<file path="src/rtl/ashvin_viterbi.sv">
// Hard-decision K=3 rate-1/2 (7,5) Viterbi decoder, 32-symbol frames, Tiny Tapeout pinout.
// Optional VITERBI_METRIC_OUT_EN drives the latched best path metric on uio_out.
module ashvin_viterbi (
  input  logic       clk,
  input  logic       rst_n,
  input  logic       ena,
  input  logic [7:0] ui_in,
  output logic [7:0] uo_out,
  input  logic [7:0] uio_in,
  output logic [7:0] uio_out,
  output logic [7:0] uio_oe
);

  typedef enum logic [1:0] {LOAD, TRACE, OUTPUT} state_t;

  localparam logic [3:0][6:0] PM_INIT = {7'd32, 7'd32, 7'd32, 7'd0};

  state_t          state, state_nx;
  logic [5:0]      count;
  logic [3:0][6:0] pm;
  logic [3:0][6:0] pm_acs, cand0, cand1;
  logic [3:0]      surv_bits;
  logic [3:0]      surv [32];
  logic [1:0]      tb_state, best_state;
  logic [6:0]      best_pm;
  logic [4:0]      t_idx, idx;
  logic [31:0]     decoded;
  logic            out_bit, frame_done, alive;
  logic            sym_valid, start, read_ack, rx_ready, accept, launch;
  logic [1:0]      sym;
  logic            unused;

  assign sym_valid = ui_in[0];
  assign sym       = ui_in[2:1];
  assign start     = ui_in[3];
  assign read_ack  = ui_in[4];
  assign unused    = ^{ena, uio_in, ui_in[7:5]};

  assign rx_ready = alive && (state == LOAD) && (count != 6'd32);
  assign accept   = sym_valid && rx_ready;
  assign launch   = (state == LOAD) && start && (count == 6'd32);

  function automatic logic [1:0] exp_sym(input logic [1:0] ns);
    return {ns[1] ^ ns[0], ns[0]};
  endfunction

  function automatic logic [6:0] hd(input logic [1:0] a, input logic [1:0] b);
    logic [1:0] d;
    d = a ^ b;
    return 7'(d[0]) + 7'(d[1]);
  endfunction

  // The {1,a} predecessor emits the complement of the {0,a} branch symbol.
  always_comb begin
    cand0     = '0;
    cand1     = '0;
    pm_acs    = '0;
    surv_bits = '0;
    for (int unsigned n = 0; n < 4; n++) begin
      cand0[n[1:0]]     = pm[{1'b0, n[1]}] + hd(sym, exp_sym(n[1:0]));
      cand1[n[1:0]]     = pm[{1'b1, n[1]}] + hd(sym, ~exp_sym(n[1:0]));
      surv_bits[n[1:0]] = cand1[n[1:0]] < cand0[n[1:0]];
      pm_acs[n[1:0]]    = surv_bits[n[1:0]] ? cand1[n[1:0]] : cand0[n[1:0]];
    end
  end

  always_comb begin
    best_state = '0;
    best_pm    = pm[0];
    for (int unsigned i = 1; i < 4; i++) begin
      if (pm[i[1:0]] < best_pm) begin
        best_pm    = pm[i[1:0]];
        best_state = i[1:0];
      end
    end
  end

  always_ff @(posedge clk or negedge rst_n) begin
    if (!rst_n) state <= LOAD;
    else        state <= state_nx;
  end

  always_comb begin
    state_nx = state;
    case (state)
      LOAD:    if (launch) state_nx = TRACE;
      TRACE:   if (t_idx == 5'd0) state_nx = OUTPUT;
      OUTPUT:  if (read_ack && idx == 5'd31) state_nx = LOAD;
      default: state_nx = LOAD;
    endcase
  end

  always_ff @(posedge clk) begin
    if (accept) surv[count[4:0]] <= surv_bits;
  end

  always_ff @(posedge clk or negedge rst_n) begin
    if (!rst_n) begin
      count      <= '0;
      pm         <= PM_INIT;
      tb_state   <= '0;
      t_idx      <= '0;
      idx        <= '0;
      decoded    <= '0;
      out_bit    <= 1'b0;
      frame_done <= 1'b0;
      alive      <= 1'b0;
    end else begin
      alive <= 1'b1;
      case (state)
        LOAD: begin
          if (accept) begin
            pm         <= pm_acs;
            count      <= count + 6'd1;
            frame_done <= 1'b0;
          end
          if (launch) begin
            tb_state <= best_state;
            t_idx    <= 5'd31;
          end
        end
        TRACE: begin
          decoded[t_idx] <= tb_state[0];
          tb_state       <= {surv[t_idx][tb_state], tb_state[1]};
          t_idx          <= t_idx - 5'd1;
          // decoded[0] is being written this edge, so take it straight from the trace state.
          if (t_idx == 5'd0) begin
            idx     <= '0;
            out_bit <= tb_state[0];
          end
        end
        OUTPUT: begin
          if (read_ack) begin
            if (idx == 5'd31) begin
              frame_done <= 1'b1;
              out_bit    <= 1'b0;
              count      <= '0;
              pm         <= PM_INIT;
            end else begin
              idx     <= idx + 5'd1;
              out_bit <= decoded[idx + 5'd1];
            end
          end
        end
        default: ;
      endcase
    end
  end

  assign uo_out = {3'b000, frame_done, state == TRACE, out_bit, state == OUTPUT, rx_ready};

`ifdef VITERBI_METRIC_OUT_EN
  logic [6:0] metric_q;

  always_ff @(posedge clk or negedge rst_n) begin
    if (!rst_n)      metric_q <= '0;
    else if (launch) metric_q <= best_pm;
  end

  assign uio_out = {1'b0, metric_q};
  assign uio_oe  = '1;
`else
  logic unused_metric;
  assign unused_metric = ^best_pm;
  assign uio_out = '0;
  assign uio_oe  = '0;
`endif

endmodule

</file>
<file path="config.mk">
export PLATFORM = sky130hd
export DESIGN_NAME = ashvin_viterbi
export DESIGN_NICKNAME = d
export VERILOG_FILES = /design/src/rtl/ashvin_viterbi.sv
export SDC_FILE = /design/constraint.sdc
export NUM_CORES = 1
export LEC_CHECK = 0
export BUFFER_PORTS_ARGS = -buffer_cell sky130_fd_sc_hd__buf_4
export CAP_MARGIN = 10
export CELL_PAD_IN_SITES_DETAIL_PLACEMENT = 2
export CELL_PAD_IN_SITES_GLOBAL_PLACEMENT = 2
export CORE_AREA = 10 10 182 184
export DETAILED_ROUTE_END_ITERATION = 7
export DIE_AREA = 0 0 192 194
export PLACE_DENSITY_LB_ADDON = 0.1
export SYNTH_ARGS = -nofsm -noshare
export SYNTH_HDL_FRONTEND = slang
export SYNTH_SLANG_ARGS = --single-unit
</file>
<file path="constraint.sdc">
create_clock -name clk -period 5.8 [get_ports clk]
set_clock_uncertainty 0.15 [all_clocks]
set_input_delay 0.29 -clock clk [delete_from_list [all_inputs] [get_ports clk]]
set_output_delay 0.29 -clock clk [all_outputs]
set_load 0.02 [all_outputs]
</file>
After elaboration in Yosys (flattened, before gate mapping)

Memories as Yosys holds them, arrays and structs flattened.
Cells that the tools add are included.

Shift operators: 0
Magnitude comparators: 11
Bitwise operators: 3
Multipliers: 0
Divide/modulo/power cells: 0
Add/subtract/negate cells: 15
Equal/unequal tests: 12
Reduce and logical (&&, ||, !) cells: 17
Multiplexer cells: 46

Operators by type and width:

| kind                                                                  | count |
|---|---|
| 28-bit 2-to-1 mux                                                     | 3 |
| 28-bit one-hot mux with 2 select lines                                | 1 |
| 7-bit < comparator                                                    | 7 |
| 7-bit 2-to-1 mux                                                      | 6 |
| 32-bit bitwise mux                                                    | 1 |
| 7-bit by 2-bit adder with 7-bit output                                | 4 |
| 7-bit adder                                                           | 4 |
| 5-bit 2-to-1 mux                                                      | 4 |
| 5-bit one-hot mux with 2 select lines                                 | 2 |
| 6-bit 2-to-1 mux                                                      | 3 |
| 5-bit by 6-bit < comparator with 1-bit output (second input constant) | 2 |
| 1-bit 2-to-1 mux                                                      | 12 |
| 2-bit 2-to-1 mux                                                      | 6 |
| 6-bit one-hot mux with 2 select lines                                 | 1 |
| 1-bit by 1-bit adder with 2-bit output                                | 4 |
| 2-bit != test (second input constant)                                 | 4 |
| 4-bit AND reduction                                                   | 2 |
| 1-bit logical AND                                                     | 7 |
| 6-bit by 1-bit adder with 6-bit output (second input constant)        | 1 |
| 6-bit equality test (second input constant)                           | 1 |
| 2-bit by 1-bit != test with 1-bit output (second input constant)      | 3 |
| 6-bit != test (second input constant)                                 | 1 |
| 2-bit one-hot mux with 3 select lines                                 | 1 |
| 3-bit AND reduction                                                   | 2 |
| other kinds (18)                                                      | 22 |

Bits in writable memories: 128
Memories kept: 1
Input bits: 19
Bits in latches: 0
Memory bits (read-only): 0
Word-level logic and storage cells: 118
Flip-flop bits (word level): 83
Output and inout port bits: 24

Memories:

| name | words | width | read ports | clocked after Yosys merged registers in | wr ports | RTL line | source |
|---|---|---|---|---|---|---|---|
| surv | 32    | 4     | 1          | 0                                       | 1        | 23       | `logic [3:0] surv [32];` |

Depth between registers and ports, before layout

Depth after elaboration: 8
Gate-level depth with buffers: 23
Mapped depth without buffers: 22

Worst setup path after synthesis

Ideal clock, no wire load.

Path kind: register -> register
Start point: reg pm[2] (netlist name)
End point: reg tb_state[1]
Cell stages (with the launch flop): 22
Period minus slack after synthesis: 5,274 ps
Data required time: 5,540 ps
Setup slack: 526 ps
Library setup time: 110 ps
Arrival: 5,014 ps
Path buffers: 2
Path through: dfrtp_1 clkbuf_1 inv_1 ha_1 a21o_1 a31oi_1 o21ai_1 a21oi_2 mux2i_1 ha_1 a211oi_1 nor2_1 or3_1 o21ai_1 clkbuf_1 a21oi_1 ha_1 a2111oi_0 o21ai_1 o21a_1 o2111a_1 o41ai_1

Longest elaborated chain between the ends: 8
Elaborated cells between the ends (all ways): 9
Classes of those cells: 3 x order compare; 6 x mux

Ends and longest elaborated chain:

| element                                 | RTL line | source |
|---|---|---|
| from (decl)                             | 20       | `logic [3:0][6:0] pm;` |
| from (signal assigned)                  | 113      | `pm <= pm_acs;` |
| 7-bit < comparator                      | 71       | `if (pm[i[1:0]] < best_pm) begin` |
| 7-bit 2-to-1 mux *                      | 71       |  |
| 7-bit < comparator                      | 71       |  |
| 7-bit 2-to-1 mux                        | 71       |  |
| 7-bit < comparator                      | 71       |  |
| 2-bit 2-to-1 mux *                      | 71       |  |
| 2-bit 2-to-1 mux *                      | 117      | `if (launch) begin` |
| 2-bit one-hot mux with 2 select lines * | 110      | `case (state)` |
| to (signal assigned)                    | 118      | `tb_state <= best_state;` |
| to (signal assigned)                    | 124      | `tb_state <= {surv[t_idx][tb_state], tb_state[1]};` |
| to (decl)                               | 24       | `logic [1:0] tb_state, best_state;` |

Mark *: on every way between the ends. The rest lies on a longest branch, timed or not. The select of a mux whose other input is x is not followed.
A chain may end at the register's enable or synchronous reset.

Worst setup path after layout

Same ends and word-level chain as after synthesis.

==> results.md <==
* Status: finished, final reports clean
* Post-synthesis instance total at roughly 980
* Data required time at the worst endpoint at 6080 ps
* Number of flops mapped to enable cells by yosys at about 130
* Number of placement rows at 63
* Post-synthesis share of cell area spent on full adders, half adders and majority gates at 8.78%
* I/O pin count at 43
* Main combinational cell family by area after synthesis: multiplexers
* Remaining number of nets flagged by the antenna check after routing at 0
* Top FF cell, synth: edfxtp_1
* Number of hold-slack violations in the final timing report at 0
* Vias in the first global route at 8389
* Fraction of final layout cells sized beyond drive strength 1 at 13.6%
* Arrival time at the worst endpoint at between 5000 and 6000 ps
* Post-Syn Area at 11700 um^2
* Highest net fanout along the worst path at 5
* Async SR Flop Fraction at 39.3%
* Synth Warn # at 0
* Setup Crit Path Kind: reg -> reg
* Die outline area at between 30000 and 40000 um^2
* Overall global routing resource usage at 17.8%
* Number of different library cells in the post-synthesis netlist at between 60 and 70
* Placeable Area at 29400 um^2
* Synth Area per Inst at 11.9 um^2
* Routed WL at roughly 33000 um
* DR pass1 iterations at 4
* Largest net degree at the start of global routing at between 40 and 50
* Max Clk Rate at ~0.19 GHz
* Cell area reported after detailed placement at 12000 um^2
* Slew at the pin closest to its max-slew limit at around 1100 ps
* Post-layout total power at between 4 and 5 mW
* Crit path launch type: flop
* Cell with the biggest individual delay on the critical path: or3_1
* Period utilization at between 90% and 100%
* Library cell used as clock root buffer: clkbuf_16
* Clock transition time at the flip-flop clock pins of the worst setup and hold paths at 60 ps
* I/O Buffers at 11
* Vias per cell at 5.48
* Most numerous cell on the critical path: ha_1
* Number of buffers created by CTS at 25
* Antenna violations before repair at 0
* Power Density at 371 nW/um^2
* Count of nets after finishing at 1078
* Sequential area share after synthesis at 50.8%
* Post-synthesis compound-gate area fraction at 8.53%
* Slowest stage delay, CP at between 400 and 500 ps
* Routed length per placed instance at roughly 24 um
* Gate family responsible for the most delay along the worst path: compound AO/OA/AOI/OAI gates
* Antenna diode instance count at 0
* Worst Slack Setup Final at between 400 and 500 ps
* Clock tree buffer depth at 3
* Post-route standard cell area excluding fillers at 12800 um^2
* Height of the chip at 194 um
* Total via count after detailed routing at 7626
* Worst hold path class: in -> async
* Post-Synth XOR/XNOR Area at 3.53%
* Portion of netlist area occupied by mux cells at 12.8%
* Routability Congestion at around 0.8
* Residual overflow from global routing at 0
* Clock latency of the later-clocked register in the worst-skew pair at 540 ps
* CP endpoint kind: flop
* Number of levels the H-tree was split into at 1
* Synth-to-layout area growth at 9.89%
* Aggregate negative setup slack at 0 ps
* Detailed router's first-iteration violation count at 411
* Global-route wire length before repair at between 50000 and 60000 um
* DR DRC count at 0
* Reg-to-Reg Start: pm[2]
* Slew Viols, Final at 0
* Count of state elements after synthesis at 211
* Slew margin rel. at 24.8%
* Post-layout minimum cycle time at approximately 5400 ps
* Sink Count at 211
* Count of buffering cells on the critical path with inverters included at 2
* Setup violation total in the final timing report at 0
* Die Wd at between 150 and 200 um
* CP cell instances: inv_1 > ha_1 > a21o_1 > a31oi_1 > o21ai_1 > a21oi_2 > buf_4 > mux2i_1 > ha_1 > a211oi_1 > nor2_1 > or3_1 > o21ai_2 > nor2_1 > a21oi_1 > ha_1 > a2111oi_1 > o21ai_1 > o21a_1 > o2111a_1 > o41ai_1
* Crit path from: pm[2]
* CTS tree: done
* Peak ir drop on the vdd network at ~0.24 mV
* Worst hold slack after final layout at 136 ps
* Max_cap viols at 0
* DP Worst Slack at about 260 ps
* P_leak at 5.51 nW
* Starting density of the core at 39.7%
* Fraction of the mapped netlist area in simple logic gates at 11.1%
* Post-detailed-placement half-perimeter wirelength at about 23000 um
through the flow:
step	util, %	cells
2_1_floorplan	-	1002
3_3_place_gp	40.7	1341
3_5_place_dp	40.7	1341
4_1_cts	43.5	1389
5_1_grt	43.6	1391
6_report	43.6	1391
cell usage in the layout (no fill, tap or decap), types with 7 or more instances in the layout:
master,Yosys,final
edfxtp_1,128,128
nor2_1,110,110
dfrtp_1,80,79
ha_1,69,69
nand2_1,67,67
mux2i_1,49,49
mux2_2,37,37
a21oi_1,35,35
xnor2_1,32,32
nand3_1,28,28
inv_1,27,27
mux4_2,25,25
clkbuf_16,0,25
buf_4,28,24
conb_1,2,20
a21o_1,18,18
nor3_1,17,17
o21ai_1,17,16
o22ai_1,16,16
xor2_1,15,15
and2_1,15,15
nand2b_1,11,11
o31ai_1,11,11
fa_1,8,8
o21ai_0,7,7
area by class of cell:
cell class	count	area [um^2]
sequential	211	5930
clock buffer	30	644
fill	2987	16600
multi-input combinational	689	5290
timing repair buffer	26	200
inverter	29	109
clock inverter	16	156
tap	390	488
report_power, final:
group / switching (mW) / internal [mW]
clock network: 0.658 / 0.892
registers: 0.120 / 1.80
logic: 0.797 / 0.490
total: 1.57 / 3.18
sequential cells by signal, indices dropped and copies added (netlist names):
register / cells
alive: 1
count: 6
frame_done: 1
state: 2
idx: 5
t_idx: 5
decoded: 32
pm: 28
tb_state: 2
surv: 128
out_bit: 1
metal layers:
metal | vias up | part of all wire, % | global-route usage, %
met5 | - | 0 | 0
met4 | 0 | 2.4 | 4.32
met3 | 47 | 3.0 | 1.76
met2 | 108 | 51 | 31.7
met1 | 3930 | 43 | 22.4
li1 | 3541 | - | -
worst paths after layout:
path                                to  slack, ps  cells after the start
setup reg to reg           tb_state[1]        450                     21
min in group clk                pm[19]        160                      4
setup / recovery           tb_state[1]        450                     21
hold reg to reg             frame_done        330                      1
max in group asynchronous     t_idx[1]       4270                      3
hold / removal                  pm[23]        140                      2
cell usage after synthesis, types with 4 or more instances:
library cell	number	area share [%]
clkbuf_1	34	1.1
nor2b_1	6	0.32
xnor2_1	32	2.4
a22oi_1	5	0.32
o21ai_0	7	0.30
edfxtp_1	128	33
o31ai_1	11	0.71
o22ai_1	16	0.86
buf_2	6	0.26
buf_4	28	1.8
a32o_1	5	0.43
nand2b_1	11	0.59
nand2_1	67	2.2
ha_1	69	7.4
and2_1	15	0.80
o32ai_1	5	0.38
fa_1	8	1.4
dfrtp_1	80	17
mux4_2	25	4.8
a31oi_1	4	0.21
a21oi_1	35	1.5
xor2_1	15	1.1
a21o_1	18	1.2
nand4_1	6	0.32
mux2i_1	49	4.2
inv_1	27	0.87
a211oi_1	4	0.26
o21ai_1	17	0.73
nor2_1	110	3.5
nor3_1	17	0.73
nand3_1	28	1.2
mux2_2	37	3.6
timing repair:
| item | 4_1_cts | 5_1_grt |
|---|---|---|
| endpoints found under the setup margin | 0 | 1 |
| hold buffers | 2 | 0 |
| setup buffers | 0 | 2 |
| gates resized for setup | 0 | 2 |
| endpoints found under the hold margin | 41 | 0 |
kinds of logic after synthesis:
group | after synthesis
adders and majority gates | 77
and+or+nand+nor | 283
muxes | 113
other | 2
xor gates and xnor gates | 47
AOI/OAI and AO/OA | 149
buffers and inverters | 102
DFF | 211
(Power assumes the default switching activity.)
